===== config.mk =====
export PLATFORM = sky130hd
export DESIGN_NAME = pwm_gen
export DESIGN_NICKNAME = d
export VERILOG_FILES = /design/src/rtl/pwm_gen.sv
export SDC_FILE = /design/constraint.sdc
export NUM_CORES = 1
export LEC_CHECK = 0
export CELL_PAD_IN_SITES_DETAIL_PLACEMENT = 1
export CELL_PAD_IN_SITES_GLOBAL_PLACEMENT = 1
export CORE_ASPECT_RATIO = 1.4
export CORE_UTILIZATION = 42
export DETAILED_ROUTE_END_ITERATION = 10
export GPL_TIMING_DRIVEN = 0
export PLACE_DENSITY = 0.83
export SYNTH_ARGS = -nofsm -noshare
export SYNTH_HDL_FRONTEND = slang
export SYNTH_SLANG_ARGS = --single-unit

===== constraint.sdc =====
create_clock -name clk -period 2.9 [get_ports clk]
set_input_delay 0.29 -clock clk [delete_from_list [all_inputs] [get_ports clk]]
set_output_delay 0.29 -clock clk [all_outputs]
set_load 0.1 [all_outputs]

===== src/rtl/pwm_gen.sv =====
// Edge-aligned complementary PWM with shadowed duty, dead time,
// and mid-period ADC trigger.
module pwm_gen #(
    parameter int PARAMETER_BIT_WIDTH = 26,
    parameter int PERIOD_BIT_WIDTH    = 21,
    parameter int PERIOD              = 1000,
    parameter int DEAD_TIME           = 10,
    parameter int TRIG_POINT          = 500
) (
    input  logic                                  clk,
    input  logic                                  rst,
    input  logic                                  en,
    input  logic signed [PARAMETER_BIT_WIDTH-1:0] duty,
    output logic                                  pwm_h,
    output logic                                  pwm_l,
    output logic                                  adc_trig,
    output logic                                  period_start,
    output logic        [PERIOD_BIT_WIDTH-1:0]    duty_active
);

    localparam int PW = PARAMETER_BIT_WIDTH;
    localparam int CW = PERIOD_BIT_WIDTH;

    localparam logic [CW-1:0]        LAST  = CW'(PERIOD - 1);
    localparam logic [CW-1:0]        PER   = CW'(PERIOD);
    localparam logic [CW-1:0]        DT    = CW'(DEAD_TIME);
    localparam logic [CW-1:0]        TRIG  = CW'(TRIG_POINT);
    localparam logic signed [PW-1:0] PER_S = PW'(PERIOD);

    logic [CW-1:0] cnt;
    logic [CW-1:0] dc;
    logic [CW-1:0] h_run;
    logic [CW-1:0] l_run;
    logic [CW-1:0] h_sat;
    logic [CW-1:0] l_sat;
    logic          raw;
    logic          wrap;

    always_comb begin
        dc = '0;
        if (duty[PW-1]) begin
            dc = '0;
        end else if (duty > PER_S) begin
            dc = PER;
        end else begin
            dc = duty[CW-1:0];
        end
    end

    // Run lengths count prior consecutive cycles at the same raw level,
    // saturating once the dead time is covered.
    always_comb begin
        raw   = cnt < duty_active;
        wrap  = cnt == LAST;
        h_sat = (h_run == DT) ? DT : h_run + 1'b1;
        l_sat = (l_run == DT) ? DT : l_run + 1'b1;
    end

    always_ff @(posedge clk) begin
        if (rst) begin
            cnt          <= '0;
            duty_active  <= '0;
            h_run        <= '0;
            l_run        <= '0;
            pwm_h        <= 1'b0;
            pwm_l        <= 1'b0;
            adc_trig     <= 1'b0;
            period_start <= 1'b0;
        end else if (!en) begin
            cnt          <= '0;
            duty_active  <= dc;
            h_run        <= '0;
            l_run        <= '0;
            pwm_h        <= 1'b0;
            pwm_l        <= 1'b0;
            adc_trig     <= 1'b0;
            period_start <= 1'b0;
        end else begin
            cnt          <= wrap ? '0 : cnt + 1'b1;
            if (wrap) begin
                duty_active <= dc;
            end
            h_run        <= raw ? h_sat : '0;
            l_run        <= raw ? '0 : l_sat;
            pwm_h        <= raw && (h_run == DT);
            pwm_l        <= !raw && (l_run == DT);
            adc_trig     <= cnt == TRIG;
            period_start <= cnt == '0;
        end
    end

endmodule


## After elaboration in Yosys (flattened, before gate mapping)

Index checks and enable logic that the tools add are counted.

| operators by class | value |
|---|---|
| add/sub/neg operators | 3 |
| order comparisons | 2 |
| eq/ne operators | 5 |
| muxes and demuxes | 6 |
| bitwise gates (word level) | 2 |
| reductions and logical operators | 10 |

Operators by type and width:

| cell | number |
|---|---|
| 2-to-1 mux 21 bit | 4 |
| adder 21 x 1 -> 21 bit (second input constant) | 3 |
| == test 21 x 4 -> 1 bit (second input constant) | 2 |
| greater-than comparator 26 x 11 -> 1 bit (second input constant) | 1 |
| == test 21 x 10 -> 1 bit (second input constant) | 1 |
| == test 21 x 9 -> 1 bit (second input constant) | 1 |
| logical NOT 21 bit | 1 |
| less-than comparator 21 bit | 1 |
| OR reduction 3 bit | 3 |
| 2-to-1 mux 4 bit | 2 |
| OR reduction 4 bit | 2 |
| logical AND 1 bit | 2 |
| != test 2 x 1 -> 1 bit (second input constant) | 1 |
| NOT 1 bit | 2 |
| OR reduction 2 bit | 1 |
| logical NOT 1 bit | 1 |

| storage, ports and cells | value |
|---|---|
| register bits | 88 |
| bits of input ports | 29 |
| output and inout bits | 25 |
| word-level logic and storage cells | 38 |

## Logic depth before layout (Yosys ltp)

Gate-level depths: netlist of run 1.

| depth | value |
|---|---|
| word-level depth | 5 |
| mapped depth | 8 |
| mapped depth without buffers | 7 |

## Worst setup path before layout of run 1

No wires, ideal clock.

| path | value |
|---|---|
| path type | reg2reg |
| from | register duty_active[19] |
| to | register h_run[11] |
| library setup time | 0.074 ns |
| arrival | 2.734 ns |
| data required time | 2.826 ns |
| slack | 0.092 ns |
| stages on the path, launching flop included | 9 |
| buffers on the path | 1 |
| period minus slack after synthesis | 2.808 ns |
| cell sequence | dfxtp_1 inv_1 ha_1 a21oi_1 nand2_1 a221o_1 a2111o_2 buf_6 nor3_2 |

| on the way | value |
|---|---|
| cells in the longest elaborated chain, start to end | 3 |

RTL lines:

| what | RTL line | RTL |
|---|---|---|
| start, declared | 18 | `output logic [PERIOD_BIT_WIDTH-1:0] duty_active` |
| start signal, assigned | 62 | `duty_active <= '0;` |
| start signal, assigned | 71 | `duty_active <= dc;` |
| start signal, assigned | 81 | `duty_active <= dc;` |
| less-than comparator 21 bit | 53 | `raw = cnt < duty_active;` |
| NOT 1 bit (no source line) | - |  |
| OR reduction 4 bit (no source line) | - |  |
| end signal, assigned | 83 | `h_run <= raw ? h_sat : '0;` |
| end, declared | 32 | `logic [CW-1:0] h_run;` |

Every way passes these cells.
A chain may end at the register's enable or synchronous reset.

## Worst setup path after layout of run 1

| path | value |
|---|---|
| from | register cnt[6] |
| to | register l_run[17] |

| on the way | value |
|---|---|
| cells in the longest elaborated chain, start to end | 2 |

RTL lines:

| what | RTL line | RTL |
|---|---|---|
| start, declared | 30 | `logic [CW-1:0] cnt;` |
| start signal, assigned | 79 | `cnt <= wrap ? '0 : cnt + 1'b1;` |
| less-than comparator 21 bit | 53 |  |
| OR reduction 4 bit (no source line) | - |  |
| end signal, assigned | 84 | `l_run <= raw ? '0 : l_sat;` |
| end, declared | 33 | `logic [CW-1:0] l_run;` |

Every way passes these cells.

==> results by group, run 1 <==
Outcome
  • Outcome: complete, no violations

Setup path
  • Crit. End Element: register
  • Maximum fanout along the worst path: 10
  • Worst path max stage delay: about 0.47 ns
  • CP arrival: around 2.7 ns
  • CP delay by family, top: compound AO/OA/AOI/OAI gates
  • CP required: between 3 and 4 ns
  • Startpoint types: register
  • Critical Path Source: cnt[6]$_SDFF_PP0_
  • Critical setup path kind: register to register
  • R2R Path Start: cnt[6]$_SDFF_PP0_
  • Worst path slowest cell: a211oi_1
  • Crit-path cells: ha_1 > a21oi_1 > o21ai_0 > a221o_1 > a211oi_1 > buf_2 > nor3_1
  • Flop2flop setup slack: 0.45 ns
  • R2r endpoint: l_run[17]$_SDFF_PP0_
  • Worst path bufs/invs: 1
  • R2r worst-path depth: 7

Routing
  • DR WL/cell: approximately 16 microns
  • Detailed-route DRC error count: 0
  • Routed wire length: between 10 and 15 mm
  • Via Count: around 3,800
  • Iteration-0 DRC Markers: 96
  • Top routing layer used: met4
  • ANT nets after route: 0
  • Drt pass-1 iters: 4
  • Routed length on met2: between 5 and 6 mm
  • Via density: between 5 and 6
  • M1 WL: approximately 4.4 mm
  • Wire length on met3: 471 microns

Hold path
  • Min-Delay Endpoint: duty_active[18]$_SDFFE_PP0P_
  • Min-Delay Startpoint: duty_active[18]$_SDFFE_PP0P_
  • Hold Crit Class: register to register
  • WHS Path Cells: 2

Layout
  • Area delta synth->final: 21.6%
  • Commonest non-fill, non-tap cells in the layout: 88 x dfxtp_1, 53 x clkdlybuf4s50_1, 50 x nor2_1
  • Share of layout cells above drive strength 1: 0.0736
  • Ant diodes: 0
  • Final core utilization: 0.531
  • Nets: around 620
  • Most common cell after layout, fill and taps aside: dfxtp_1

Floorplan
  • FP Rows: 43
  • IO Pins: 54
  • Die X: approximately 88 microns
  • Area of the core: ~10,000 sq um
  • Die area: 10,800 sq um
  • Chip height: 123 microns
  • Starting Density: 0.436

Synthesis
  • Sequential share of the synthesized area: 0.403
  • Syn Inst Count: between 500 and 600
  • Synth warn: 0
  • Top-area cell type share of the netlist area: 0.403
  • Synthesized net count: 560
  • Synth top area cells: dfxtp_1 40%, ha_1 7.4%, xor2_1 6.4%
  • Mapped Area: between 4000 and 5000 sq um
  • Cell taking the most area after synthesis: dfxtp_1
  • #FFs+latches synth: about 90
  • Synth unique cells: 41
  • Avg Cell Area, Syn: roughly 8.6 sq um

Clock tree
  • Setup Fix Bufs, Post-CTS: 0
  • Clk sinks: 88
  • Latest clock arrival within the worst-skew pair: between 0.3 and 0.4 ns
  • H-tree depth: 3
  • CTS Root Cell: clkbuf_16
  • Post-CTS Resized: 0
  • CTS tree: done
  • # hold bufs at CTS: 0
  • CTS Buf Count: 9
  • Clock Path Buffers: 2
  • Clk pin slew, worst setup/hold paths: 0.06 ns

Global routing
  • First-pass GRT wire length: approximately 19 mm
  • GR Util All Layers: 0.224
  • Initial antenna violation count: 0
  • Vias in the first global route: 4,052
  • Remaining global-route overflow: 0
  • Largest net degree at the start of global routing: 13

Place
  • Setup WS pre-CTS: approximately 0.48 ns
  • GPL Wtd Cong: 0.783
  • DP Wirelength: between 8 and 9 mm
  • Port bufs: 53

Power and ir drop
  • P per Cell Area: around 460 nW/um^2
  • Power consumption: ~2.4 mW
  • Leakage: roughly 1.8 nW
  • Worst IR Drop VDD: ~290 uV

Timing
  • Max-slew headroom: 0.315
  • Worst Tran Pin Value: a little over 1 ns
  • Max Slew Vio Count: 0
  • Final setup violation count: 0
  • Final worst-path cycle share: 0.844
  • Post-layout min period: 2.45 ns
  • RSZ-0062 raised after global routing: no
  • Final Skew: between 0.007 and 0.008 ns
  • TNS Setup: 0 ns
  • F_max: 408 MHz
  • Final WS setup: 0.451 ns
  • Final Hold Fails: 0

Run
  • Max cap viols: 0
[where the power goes]
group | internal (mW) | switching, mW | total [mW]
combinational | 0.0697 | 0.116 | 0.186
clock | 0.563 | 0.444 | 1.01
sequential | 1.22 | 0.00911 | 1.23
[registers in the layout, summed over array words and instances (netlist names)]
| register | cells |
|---|---|
| l_run | 21 |
| pwm_h | 1 |
| cnt | 21 |
| adc_trig | 1 |
| period_start | 1 |
| pwm_l | 1 |
| h_run | 21 |
| duty_active | 21 |
[area by class of cell]
cell class / instances / area, sq um
fillers: 1230 / 4700
multi-input cells: 362 / 2380
flip-flops and latches: 88 / 1760
repair buffers: 53 / 531
clock buffers: 11 / 233
well taps: 135 / 169
inverters: 38 / 143
plain buffers: 17 / 83.8
clock inverters: 2 / 10.0
[metrics by stage]
stage,instances,cell area (sq um),hold slack (ns)
6_report,706,5310,0.467
4_1_cts,706,5310,0.471
5_1_grt,706,5310,0.493
3_3_place_gp,693,5070,0.455
3_5_place_dp,693,5070,0.458
2_1_floorplan,505,4370,0.432
[worst max path at each step]
stage / end / slack [ns] / cells after the start
2_1_floorplan: h_run[11]$_SDFF_PP0_ / 0.09 / 8
3_5_place_dp: l_run[18]$_SDFF_PP0_ / 0.48 / 7
6_report: l_run[17]$_SDFF_PP0_ / 0.45 / 7
4_1_cts: l_run[18]$_SDFF_PP0_ / 0.46 / 7
3_3_place_gp: l_run[14]$_SDFF_PP0_ / 0.57 / 8
5_1_grt: l_run[17]$_SDFF_PP0_ / 0.27 / 7
[layer usage]
layer  global-route usage  vias to the layer above
li1                     -                     1864
met1                0.236                     1816
met2                0.413                       78
met3               0.0639                       23
met4               0.0837                        0
met5                    0                        -
[logic make-up (layout without fill, tap and decap cells)]
group           after synthesis  count (layout)  share of synthesized area
compound gates               39              39                     0.0542
xor+xnor                     57              57                      0.114
fa+ha+maj                    26              26                     0.0745
buf+inv                      55             121                     0.0519
flops                        88              88                      0.403
simple gates                240             240                      0.302
[Yosys cell counts]
| library cell | number |
|---|---|
| clkbuf_1 | 10 |
| o31a_1 | 1 |
| nand2_1 | 43 |
| nor2_1 | 50 |
| buf_6 | 2 |
| buf_2 | 3 |
| and4_1 | 6 |
| o21bai_1 | 1 |
| clkbuf_2 | 1 |
| o211ai_1 | 1 |
| nor4_1 | 19 |
| nor4b_1 | 5 |
| nor3_1 | 24 |
| nor4_2 | 1 |
| a2111o_2 | 1 |
| xor2_1 | 32 |
| a211o_1 | 1 |
| or4b_4 | 1 |
| a221o_1 | 1 |
| xnor2_1 | 25 |
| nand4_2 | 1 |
| a21o_1 | 1 |
| o21ai_0 | 3 |
| nand2b_1 | 2 |
| a211oi_1 | 3 |
| dfxtp_1 | 88 |
| a31o_2 | 1 |
| nor3_2 | 19 |
| buf_1 | 1 |
| or4_1 | 2 |
| nand4_1 | 14 |
| a31oi_1 | 2 |
| and3_1 | 10 |
| inv_1 | 38 |
| nand3_1 | 34 |
| a21oi_1 | 23 |
| ha_1 | 26 |
| nor2_2 | 1 |
| or3_1 | 2 |
| and2_1 | 2 |
| nor2b_1 | 4 |
[worst register-to-register path, stage by stage, from the launching register on]
cell and delay, ns:
dfxtp_1 0.44, ha_1 0.31, a21oi_1 0.18, o21ai_0 0.15
a221o_1 0.36, a211oi_1 0.47, buf_2 0.32, nor3_1 0.08
No activity file was read; power rests on OpenSTA's default activity.
==> inputs of run 2 (changes only) <==
--- a/config.mk
+++ b/config.mk
@@ -8,10 +8,10 @@
 export CELL_PAD_IN_SITES_DETAIL_PLACEMENT = 1
 export CELL_PAD_IN_SITES_GLOBAL_PLACEMENT = 1
 export CORE_ASPECT_RATIO = 1.4
-export CORE_UTILIZATION = 42
+export CORE_UTILIZATION = 38
 export DETAILED_ROUTE_END_ITERATION = 10
 export GPL_TIMING_DRIVEN = 0
-export PLACE_DENSITY = 0.83
+export PLACE_DENSITY = 0.79
 export SYNTH_ARGS = -nofsm -noshare
 export SYNTH_HDL_FRONTEND = slang
 export SYNTH_SLANG_ARGS = --single-unit
==> constraint.sdc (replaced) <==
create_clock -name clk -period 2.1 [get_ports clk]
set_input_delay 0.21 -clock clk [delete_from_list [all_inputs] [get_ports clk]]
set_output_delay 0.21 -clock clk [all_outputs]
set_load 0.1 [all_outputs]
==> run 2 against run 1 <==
  * The run now ends with negative setup slack left
  * Global-route usage fell by 2.4 points
  * Register-to-register slack worse by 0.56 ns
  * Maximum frequency up 11%
  * Count of clock-buffer cells in the layout is 2 lower
  * Worst hold slack got worse by 0.019 ns
  * Sequential share of layout area shrank 1.4 points
  * Die area up 10%
  * Wire length is 4.3% higher
  * Sequential cell count stayed put
  * Cell area up 9.9%
  * Via count is 1.6% higher
  * Critical path depth grew 1
  * Critical endpoint is now h_run[1]$_SDFF_PP0_
  * Largest power group is now clock
==> results by group, run 2 (synthesis gave the netlist of run 1 again) <==
Setup path
  • Crit. End Element: register
  • Flop2flop setup slack: -0.10 ns
  • Critical setup path kind: register to register
  • CP arrival: between 2 and 2.5 ns
  • CP required: around 2.4 ns
  • Maximum fanout along the worst path: 6
  • Startpoint types: register
  • R2R Path Start: duty_active[10]$_SDFFE_PP0P_
  • R2r endpoint: h_run[1]$_SDFF_PP0_
  • R2r worst-path depth: 8

Layout
  • Fill cells: 1,295
  • Share of layout cells above drive strength 1: 0.225
  • Commonest non-fill, non-tap cells in the layout: 54 x dfxtp_1, 52 x clkdlybuf4s50_1, 48 x nor2_1
  • Most common cell after layout, fill and taps aside: dfxtp_1
  • Area delta synth->final: 33.6%
  • Nets: around 630
  • Final core utilization: 0.529
  • Ant diodes: 0
  • Final non-filler cell total: 720

Timing
  • Final WS setup: -0.104 ns
  • Final worst-path cycle share: 1.05
  • Worst hold slack: 0.448 ns
  • Worst Tran Pin Value: around 1 ns
  • Max-slew headroom: 0.348
  • TNS Setup: -1.43 ns
  • Max Slew Vio Count: 0
  • F_max: approximately 450 MHz
  • Final setup violation count: 21
  • Final Skew: about 0.0065 ns
  • Post-layout min period: between 2 and 2.5 ns
  • RSZ-0062 raised after global routing: yes
  • Final Hold Fails: 0

Clock tree
  • H-tree depth: 3
  • CTS Root Cell: clkbuf_16
  • CTS tree: done
  • Clk sinks: just under 90
  • Clk pin slew, worst setup/hold paths: 0.07 ns
  • Clock Path Buffers: 2
  • CTS Buf Count: 9
  • # hold bufs at CTS: 0
  • Latest clock arrival within the worst-skew pair: 0.34 ns

Power and ir drop
  • Register share of total power: 0.453
  • Combinational power share: 0.079
  • Worst IR Drop VDD: 442 uV
  • Leakage: between 1.5 and 2 nW
  • Sw power: slightly below 0.9 mW
  • Internal cell power: ~2.8 mW
  • Clk pwr share: 0.468
  • Sw frac: 0.236
  • Power consumption: between 3 and 4 mW
  • P per Cell Area: ~630 nW/um^2

Floorplan
  • Starting Density: 0.396
  • Area of the core: 11,000 sq um
  • Chip height: 129 microns
  • Die area: 11,900 sq um
  • Die X: between 90 and 100 microns
  • IO Pins: 54
  • FP Rows: between 40 and 50

Hold path
  • Min-Delay Endpoint: duty_active[2]$_SDFFE_PP0P_
  • WHS Path Cells: 3
  • Hold Crit Class: input pin to register
  • Min-Delay Startpoint: duty[2]

Place
  • Dpl cells: between 600 and 700
  • DP Wirelength: approximately 8.3 mm
  • GPL Wtd Cong: 0.789
  • Port bufs: 53

Routing
  • ANT nets after route: 0
  • Detailed-route DRC error count: 0
  • Routed wire length: 11.5 mm
  • Via density: around 5.3
  • Drt pass-1 iters: 5
  • Iteration-0 DRC Markers: 93
  • Via Count: 3,843
  • DR WL/cell: around 16 microns

Outcome
  • Failing checks: negative setup slack
  • Outcome: finished with violations

Global routing
  • GR Util All Layers: 0.200
  • First-pass GRT wire length: 18.9 mm
  • Vias in the first global route: approximately 4,000
  • Largest net degree at the start of global routing: 16
  • Remaining global-route overflow: 0
  • Initial antenna violation count: 0

Run
  • Max cap viols: 0
==> run 2: changes by cell type in the layout (fill, tap and decap cells not counted), moves of 5 or more <==
cell / previous run / this run
dfxtp_2: 0 / 13
inv_2: 0 / 12
inv_1: 38 / 25
ha_4: 0 / 12
dfxtp_1: 88 / 54
ha_1: 26 / 13
a21oi_1: 23 / 18
dfxtp_4: 0 / 21
clkbuf_1: 12 / 5
==> run 2: through the flow <==
| step | worst slack [ns] | instance area [sq um] |
|---|---|---|
| final | -0.104 | 5840 |
| after global routing | -0.171 | 5840 |
| after CTS | -0.0511 | 5590 |
| after detailed placement | -0.209 | 5250 |
| after global placement | -0.141 | 5250 |
| after floorplan | 0.000596 | 4540 |
==> run 2: metal layers <==
layer	routed length, microns	vias up	track usage
met5	0	-	0
li1	-	1889	-
met2	6140	79	0.366
met3	359	26	0.0390
met4	325	0	0.0809
met1	4640	1849	0.224
==> run 2: worst max path at each step <==
| stage | slack [ns] | cells after the start | endpoint | start |
|---|---|---|---|---|
| after global placement | -0.14 | 7 | pwm_l$_SDFF_PP0_ | cnt[6]$_SDFF_PP0_ |
| after detailed placement | -0.21 | 7 | l_run[6]$_SDFF_PP0_ | cnt[6]$_SDFF_PP0_ |
| final | -0.10 | 8 | h_run[1]$_SDFF_PP0_ | duty_active[10]$_SDFFE_PP0P_ |
| after global routing | -0.17 | 8 | h_run[18]$_SDFF_PP0_ | duty_active[10]$_SDFFE_PP0P_ |
| after floorplan | 0.0006 | 8 | l_run[10]$_SDFF_PP0_ | duty_active[19]$_SDFFE_PP0P_ |
| after CTS | -0.05 | 8 | h_run[18]$_SDFF_PP0_ | duty_active[7]$_SDFFE_PP0P_ |
==> run 2: layout make-up <==
class	instances	area, sq um	area share
Clock inverter	7	96.3	0.0165
Buffer	16	97.6	0.0167
Tap cell	141	176	0.0302
Multi-Input combinational cell	362	2630	0.450
Clock buffer	9	225	0.0386
Sequential cell	88	1860	0.318
Timing Repair Buffer	59	613	0.105
Inverter	38	145	0.0249
==> run 2: power groups by stage <==
stage,clock network [mW],registers (mW),logic (mW)
final,1.73,1.67,0.292
after global routing,1.84,1.67,0.314
after CTS,1.77,1.67,0.263
after detailed placement,0,1.71,0.259
after global placement,0,1.71,0.253
after floorplan,0,1.76,0.0995
==> run 2: worst max-delay path, cell delays in order, from the launching register on <==
cell and delay, ns:
dfxtp_4 0.34, inv_2 0.09, ha_4 0.21, a211oi_2 0.21
o211ai_1 0.14, and3_1 0.21, a2111o_2 0.59, buf_8 0.19
a21oi_2 0.13
==> run 2: what timing repair did <==
item	in CTS	in global routing
gates cloned	0	2
setup buffers	0	4
pin swaps	0	2
setup endpoints to repair	42	80
resized for setup	11	42
hold endpoints to repair	0	0
==> inputs of run 3 (changes only) <==
--- a/config.mk
+++ b/config.mk
@@ -8,10 +8,10 @@
 export CELL_PAD_IN_SITES_DETAIL_PLACEMENT = 1
 export CELL_PAD_IN_SITES_GLOBAL_PLACEMENT = 1
 export CORE_ASPECT_RATIO = 1.4
-export CORE_UTILIZATION = 38
+export CORE_UTILIZATION = 23
 export DETAILED_ROUTE_END_ITERATION = 10
 export GPL_TIMING_DRIVEN = 0
-export PLACE_DENSITY = 0.79
+export PLACE_DENSITY = 0.54
 export SYNTH_ARGS = -nofsm -noshare
 export SYNTH_HDL_FRONTEND = slang
 export SYNTH_SLANG_ARGS = --single-unit
==> run 3 against run 2 <==
  * Wire length grew 3.0%
  * Total power shrank 1.2%
  * The run still ends with negative setup slack left
  * Critical path type unchanged
  * Sequential power is essentially flat
  * Critical endpoint is now h_run[8]$_SDFF_PP0_
  * Sequential cell count is the same
  * Sequential share of layout area shrank 0.83 points
  * Worst hold slack gained 0.012 ns
  * Count of clock-buffer cells in the layout grew 4
  * Critical path depth is the same
  * Setup slack gained 0.067 ns
  * Non-clock buffer count grew 2
  * Core utilization shrank 21 points
==> results by group, run 3 (synthesis gave the netlist of run 1 again) <==
Floorplan
  • Die X: 118 microns
  • IO Pins: 54
  • Chip height: 165 microns
  • Starting Density: 0.235
  • Die area: just under 20,000 sq um
  • FP Rows: between 50 and 60
  • Area of the core: between 15,000 and 20,000 sq um

Routing
  • Via density: 4.58
  • Drt pass-1 iters: 4
  • Via Count: approximately 3,800
  • Iteration-0 DRC Markers: 45
  • ANT nets after route: 0
  • DR WL/cell: 14.3 microns
  • Routed wire length: 11.8 mm
  • Detailed-route DRC error count: 0

Power and ir drop
  • Leakage: around 2.0 nW
  • P per Cell Area: 605 nW/um^2
  • Power consumption: 3.64 mW
  • Worst IR Drop VDD: 309 uV

Run
  • Max cap viols: 0

Layout
  • Nets: ~630
  • Most common cell after layout, fill and taps aside: dfxtp_1
  • Final core utilization: 0.324
  • Reg area: roughly 1900 sq um
  • Final non-filler cell total: 825
  • Area delta synth->final: 37.9%
  • Cell area after layout: roughly 6000 sq um
  • Share of layout cells above drive strength 1: 0.250
  • Area of the multi-input gates: 2660 sq um
  • Fill cells: roughly 2,200
  • Commonest non-fill, non-tap cells in the layout: 51 x dfxtp_1, 48 x nor2_1, 48 x clkdlybuf4s50_1
  • Ant diodes: 0

Timing
  • Final Hold Fails: 0
  • Post-layout min period: between 2 and 2.5 ns
  • Worst Tran Pin Value: 0.981 ns
  • Max Slew Vio Count: 0
  • Final setup violation count: 17
  • RSZ-0062 raised after global routing: yes
  • Max-slew headroom: 0.344
  • Final worst-path cycle share: 1.02
  • F_max: 468 MHz
  • Final WS setup: -0.0371 ns
  • Final Skew: a little over 0.007 ns

Setup path
  • Startpoint types: register
  • R2r worst-path depth: 8
  • Maximum fanout along the worst path: 6
  • Crit. End Element: register
  • CP required: around 2.4 ns
  • CP arrival: ~2.4 ns
  • Critical setup path kind: register to register

Global routing
  • First-pass GRT wire length: 19.9 mm
  • GR Util All Layers: 0.129
  • Initial antenna violation count: 0
  • Largest net degree at the start of global routing: 16
  • Vias in the first global route: between 4,000 and 5,000
  • Remaining global-route overflow: 0

Hold path
  • WHS Path Cells: 3
  • Hold Crit Class: input pin to register

Place
  • Placed inst area: between 5000 and 6000 sq um
  • GPL Wtd Cong: 0.778
  • Dpl cells: between 800 and 900
  • Port bufs: 53
  • Setup WS pre-CTS: -0.215 ns
  • DP Wirelength: between 9 and 10 mm

Clock tree
  • Clk pin slew, worst setup/hold paths: around 0.070 ns
  • CTS Root Cell: clkbuf_16
  • Clock Path Buffers: 2
  • Clk sinks: 88
  • Latest clock arrival within the worst-skew pair: between 0.3 and 0.4 ns
  • CTS Buf Count: 9
  • # hold bufs at CTS: 0
  • H-tree depth: 3
  • CTS tree: done

Outcome
  • Failing checks: negative setup slack
  • Outcome: finished with violations
## run 3: changes by cell type in the layout (fill, tap and decap cells not counted), sizes merged
cell,delta
inv,+1
bufinv,-2
clkdlybuf4s50,-4
buf,+5
clkbuf,+3
dlygate4sd2,+2
clkinvlp,-2
clkinv,-1
## run 3: where the power goes
group | leakage (nW) | internal [mW] | total (mW) | switching, mW
registers | 0.736 | 1.66 | 1.67 | 0.0138
clock network | 0.156 | 0.981 | 1.67 | 0.694
logic | 1.13 | 0.124 | 0.300 | 0.176
total | 2.02 | 2.76 | 3.64 | 0.884
## run 3: layout make-up
| class | instances | area share |
|---|---|---|
| buffer | 16 | 0.0170 |
| clock buffer | 13 | 0.0486 |
| clock inverter | 3 | 0.00333 |
| inverter | 38 | 0.0241 |
| multi-input combinational | 362 | 0.441 |
| sequential | 88 | 0.310 |
| tap | 244 | 0.0507 |
| timing repair buffer | 61 | 0.105 |
## run 3: worst paths after layout
kind	start	endpoint	slack, ns
worst max-delay path	duty_active[10]$_SDFFE_PP0P_	h_run[8]$_SDFF_PP0_	-0.04
worst min-delay path	duty[2]	duty_active[2]$_SDFFE_PP0P_	0.46
worst max register to register	duty_active[10]$_SDFFE_PP0P_	h_run[8]$_SDFF_PP0_	-0.04
worst min register to register	duty_active[15]$_SDFFE_PP0P_	duty_active[15]$_SDFFE_PP0P_	0.47
## run 3: per-layer routing
layer	vias up	part of all wire	track usage
met1	1827	0.43	0.138
met5	-	0	0
met2	55	0.53	0.245
li1	1888	-	-
met3	11	0.028	0.0235
met4	0	0.015	0.0552
## run 3: metrics by stage
step                hold slack, ns  TNS, ns
floorplan                    0.352        0
global placement             0.453    -4.91
detailed placement           0.462    -6.17
CTS                          0.443   -0.285
global route                 0.468    -2.17
finish                       0.460   -0.367
## run 3: repair_timing
action / 4_1_cts / 5_1_grt
hold endpoints to repair: 0 / 0
pin swaps: 2 / 1
gates cloned: 1 / 1
setup endpoints to repair: 42 / 81
resized for setup: 42 / 31
setup buffers: 3 / 3
## run 3: worst max-delay path, cell delays in order (launching register included)
cell and delay (ns):
dfxtp_4 0.34, inv_2 0.09, ha_4 0.21, nand4_1 0.14
nor4_2 0.07, a221o_1 0.33, a2111o_2 0.57, clkbuf_16 0.22
nor3_2 0.09
